## src/rtl/pipeline_hazard_ctrl.sv

```systemverilog
// Stall/flush controller for the F/D and D/E latches and the PC register.
// Detects decode RAW hazards, sequences multi-cycle mul/div occupancy of E,
// and sequences wrong-path flushes after a taken branch resolved in E.
// Optional feature macro: PIPE_FORWARD_EN (E/M->D forwarding present, so only
// load-use stalls). Without it, any in-flight E/M writer hit also stalls.
// Outputs are combinational from state + current inputs for zero-cycle reaction.
module pipeline_hazard_ctrl #(
  parameter int MD_LATENCY   = 8,
  parameter int FLUSH_CYCLES = 1,
  parameter int RW           = 5
) (
  input  logic          clk,
  input  logic          rst,
  input  logic [RW-1:0] dRs,
  input  logic [RW-1:0] dRt,
  input  logic          dUsesRs,
  input  logic          dUsesRt,
  input  logic [RW-1:0] eRd,
  input  logic          eRegWrite,
  input  logic          eMemRead,
  input  logic [RW-1:0] mRd,
  input  logic          mRegWrite,
  input  logic          eBranchTaken,
  input  logic          mdStart,
  output logic          pcStall,
  output logic          fdStall,
  output logic          fdFlush,
  output logic          deFlush,
  output logic          eStall,
  output logic          mdBusy
);

  typedef enum logic [1:0] {S_RUN, S_MD_WAIT, S_FLUSH} state_t;

  localparam logic [4:0] MD_RELOAD = 5'(MD_LATENCY - 2);
  localparam logic [4:0] FL_RELOAD = 5'(FLUSH_CYCLES - 1);

  state_t     r_state;
  logic [4:0] r_cnt;

  logic w_hit_e, w_hit_m, w_load_use, w_raw_stall;

  // Register 0 is hardwired, so it never creates a dependency
  assign w_hit_e = (eRd != '0) && ((dUsesRs && (dRs == eRd)) || (dUsesRt && (dRt == eRd)));
  assign w_hit_m = (mRd != '0) && ((dUsesRs && (dRs == mRd)) || (dUsesRt && (dRt == mRd)));
  assign w_load_use = eMemRead && eRegWrite && w_hit_e;

`ifdef PIPE_FORWARD_EN
  // Forwarding covers every E/M producer except a load still in E
  assign w_raw_stall = w_load_use;
`else
  // No forwarding: wait until the writer has left M (WB writes first half-cycle)
  assign w_raw_stall = w_load_use || (eRegWrite && w_hit_e) || (mRegWrite && w_hit_m);
`endif

  // Output decode: branch > mul/div start > hazard stalls; outputs forced low in reset
  always_comb begin
    pcStall = 1'b0;
    fdStall = 1'b0;
    fdFlush = 1'b0;
    deFlush = 1'b0;
    eStall  = 1'b0;
    mdBusy  = 1'b0;
    if (rst) begin
      unique case (r_state)
        S_RUN: begin
          if (eBranchTaken) begin
            // D instr is wrong-path, so flush instead of stalling it
            fdFlush = 1'b1;
            deFlush = 1'b1;
          end else if (mdStart) begin
            pcStall = 1'b1;
            fdStall = 1'b1;
            eStall  = 1'b1;
            mdBusy  = 1'b1;
          end else if (w_raw_stall) begin
            pcStall = 1'b1;
            fdStall = 1'b1;
            deFlush = 1'b1;
          end
        end
        S_MD_WAIT: begin
          // E frozen: hazards, branches and new starts are all ignored
          pcStall = 1'b1;
          fdStall = 1'b1;
          eStall  = 1'b1;
          mdBusy  = 1'b1;
        end
        S_FLUSH: begin
          fdFlush = 1'b1;
          deFlush = eBranchTaken;
        end
        default: ;
      endcase
    end
  end

  // State/counter sequencing; async active-low reset returns to RUN
  always_ff @(posedge clk or negedge rst) begin
    if (!rst) begin
      r_state <= S_RUN;
      r_cnt   <= '0;
    end else begin
      unique case (r_state)
        S_RUN: begin
          if (eBranchTaken) begin
            // Branch wins over a same-cycle mdStart, which is dropped
            if (FLUSH_CYCLES > 1) begin
              r_state <= S_FLUSH;
              r_cnt   <= FL_RELOAD;
            end
          end else if (mdStart) begin
            // Issue cycle counts as the first of MD_LATENCY
            r_state <= S_MD_WAIT;
            r_cnt   <= MD_RELOAD;
          end
        end
        S_MD_WAIT: begin
          if (r_cnt == 5'd0) r_state <= S_RUN;
          else               r_cnt   <= r_cnt - 5'd1;
        end
        S_FLUSH: begin
          // cnt holds the number of flush cycles still owed including this one
          if (eBranchTaken) begin
            r_cnt <= FL_RELOAD;
          end else if (r_cnt <= 5'd1) begin
            r_state <= S_RUN;
            r_cnt   <= '0;
          end else begin
            r_cnt <= r_cnt - 5'd1;
          end
        end
        default: begin
          r_state <= S_RUN;
          r_cnt   <= '0;
        end
      endcase
    end
  end

endmodule
```

## config.mk

```make
export PLATFORM = sky130hd
export DESIGN_NAME = pipeline_hazard_ctrl
export DESIGN_NICKNAME = d
export VERILOG_FILES = /design/src/rtl/pipeline_hazard_ctrl.sv
export SDC_FILE = /design/constraint.sdc
export NUM_CORES = 1
export LEC_CHECK = 0
export ABC_CLOCK_PERIOD_IN_PS = 3030
export BUFFER_PORTS_ARGS = -buffer_cell sky130_fd_sc_hd__buf_2
export CAP_MARGIN = 20
export CORE_MARGIN = 3
export CORE_UTILIZATION = 46
export DETAILED_ROUTE_END_ITERATION = 8
export GPL_ROUTABILITY_DRIVEN = 0
export PLACE_DENSITY = 0.91
export SYNTH_ARGS = -nofsm -noshare
export SYNTH_HDL_FRONTEND = slang
export SYNTH_SLANG_ARGS = --single-unit
```

## constraint.sdc

```tcl
create_clock -name clk -period 3.03 [get_ports clk]
set_clock_uncertainty 0.2 [all_clocks]
set_input_delay 0.4545 -clock clk [delete_from_list [all_inputs] [get_ports clk]]
set_output_delay 0.4545 -clock clk [all_outputs]
set_load 0.02 [all_outputs]
```

==> run_results.csv <==
group,metric,value,unit
clock_network,clkTransAtPathRegs,0.05,ns
grt,grt_usage,0.191,
clock_network,clock-sinks,6,
clock_network,cts_max_level,1,
place,dp_hpwl,1400,um
route,antenna_left,0,
route,drt_iter0_markers,9,
route,vias_per_cell,5.35,
clock_network,cts-resized-gates,0,
synth,synth_area,623,um^2
worst_setup_path,start_kind,"input port",
final_layout,fin_nets,137,
worst_setup_path,crit_arrival,1.81,ns
flow_run,max_cap_viol_count,0,
synth,ys.flop_type,"dfrtp_1",
synth,synthCells,71,
timing,post-route-period-util,0.813,
clock_network,postCtsSetupBuffers,0,
route,routedWlPerCell,13.7,um
clock_network,clk_latency,0.24,ns
timing,setup_viol,0,
synth,async_flop_share,1.00,
synth,syn-num-nets,101,
worst_setup_path,max_stage_delay,0.34,ns
synth,yosysWarningCount,0,
grt,grt_pass1_vias,641,
worst_setup_path,slowest_stage,"nor4_1",
clock_network,clockBufferDepth,2,
clock_network,cts_hold_buf,1,
place,place_area,787,um^2
timing,maxSlewViolCount,0,
route,vias,637,
clock_network,cts_made_buffers,3,
route,drt_pass1_iterations,4,
timing,tightestPinTransition,0.342,ns
synth,synth_edf_count,0,
timing,fin_crit,2.46,ns
die,initial_core_util,0.525,
grt,gr-total-overflow,0,
final_layout,drive_gt1_frac,0.371,
outcome,status,"finished clean",
power_and_ir_drop,power_density,579,nW/um^2
timing,hold_viol,0,
worst_setup_path,crit_path_frequent_cell,"buf_2",
worst_setup_path,crit_path_cell_trace,"buf_2 -> xor2_1 -> nor4_1 -> a32oi_1 -> o22a_1 -> a21oi_2 -> buf_2",
die,die_w,42.8,um
worst_setup_path,path_class,"input port to output port",
die,row_count,12,
synth,synth_cell_types,26,
final_layout,stdcell_area,820,um^2
synth,synth.avg_cell_area,8.78,um^2
synth,ys_seq_elements,6,
worst_setup_path,worstPathRequired,2.38,ns
final_layout,final_cell_mix,"buf_2 (33), xor2_1 (16), xnor2_1 (6), dfrtp_1 (6), nor4_1 (5)",
die,io_pins,35,
timing,rsz0062_at_grt,"false",
die,die_area,1830,um^2
timing,slew_headroom,0.770,
worst_setup_path,critPathMaxFanout,2,
worst_setup_path,endpoint_kind,"output port",
synth,synth_seq_area_share,0.241,
timing,clock.fmax,406,MHz
final_layout,final_common_cell,"buf_2",
min_path,min_path_type,"register to register",
power_and_ir_drop,p_leak,0.000390,uW
place,portBuffers,33,
clock_network,cts_root_buf,"clkbuf_4",
grt,grt_max_degree,12,
die,die_h,42.8,um
power_and_ir_drop,ir_drop,419,uV
final_layout,num_antenna_cells,0,
final_layout,area_growth,31.5,%
grt,antenna_found_initial,0,
route,drt_wl_total,1630,um
grt,grt_pass1_wl,2720,um
clock_network,cts_tree,"yes",
die,core,1190,um^2
route,drc_errors,0,
timing,fin_setup_tns,0,ns
-- worst paths after layout --
kind	slack [ns]	startpoint	cells past startpoint	endpoint
worst max-delay path	0.57	dRt[4]	7	fdStall
worst min-delay path	0.32	r_cnt[1]$_DFFE_PN0P_	1	r_cnt[1]$_DFFE_PN0P_
worst max register to register	1.13	r_cnt[0]$_DFFE_PN0P_	7	r_cnt[3]$_DFFE_PN0P_
worst min register to register	0.32	r_cnt[1]$_DFFE_PN0P_	1	r_cnt[1]$_DFFE_PN0P_
max in group asynchronous	2.09	rst	2	r_cnt[0]$_DFFE_PN0P_
min in group asynchronous	0.38	rst	2	r_cnt[3]$_DFFE_PN0P_
-- logic make-up (layout without fill, tap and decap cells) --
logic type	Yosys count	in the layout	synth area share
XOR/XNOR	22	22	0.309
AND/OR/NAND/NOR	18	18	0.191
AO/OA/AOI/OAI	16	16	0.169
buffers and inverters	7	41	0.0542
flip-flops	6	6	0.241
adder cells (fa/ha/maj)	1	1	0.0201
multiplexers	1	1	0.0161
-- power by group --
part | internal [uW] | switching [uW]
clock network | 45.0 | 31.7
logic | 121 | 121
registers | 116 | 39.0
total | 282 | 192
-- area by class of cell --
type | instances | area, um^2
multi-input cells | 58 | 439
fillers | 96 | 367
repair buffers | 34 | 175
flip-flops and latches | 6 | 150
clock buffers | 3 | 22.5
well taps | 14 | 17.5
inverters | 4 | 15.0
-- sequential cells by signal (all words and copies together) (netlist names) --
register / count
r_state: 1
r_cnt: 5
-- Yosys cell counts, types with 2 or more instances --
master	instances	area (um^2)
a21oi_1	3	15.0
or4_1	2	15.0
o211ai_1	2	15.0
inv_1	4	15.0
nor2_1	4	15.0
dfrtp_1	6	150
buf_4	2	15.0
a32oi_1	2	17.5
nor4_1	5	31.3
and2_1	2	12.5
o21ai_0	4	20.0
xor2_1	16	140
xnor2_1	6	52.6
-- layer usage --
metal / wire, um / GRT usage
met1: 720 / 0.230
met2: 807 / 0.335
met3: 100 / 0.0466
met4: 0 / 0.0435
met5: 0 / 0
-- worst max-delay path: cells and delay by family --
kind / cells / cell delay, ns
compound gates: 3 / 0.57
simple gates: 1 / 0.34
buf+inv: 2 / 0.30
xor+xnor: 1 / 0.15
-- per-stage QoR --
step	hold slack [ns]	power, uW	cells	utilization	worst slack (ns)
floorplan	-0.0411	336	71	-	0.692
CTS	0.328	478	119	0.691	0.562
finish	0.322	474	119	0.691	0.566
global route	0.347	520	119	0.691	0.408
global placement	0.0958	389	115	0.664	0.603
detailed placement	0.0988	399	115	0.664	0.577
(Power assumes the default switching activity.)
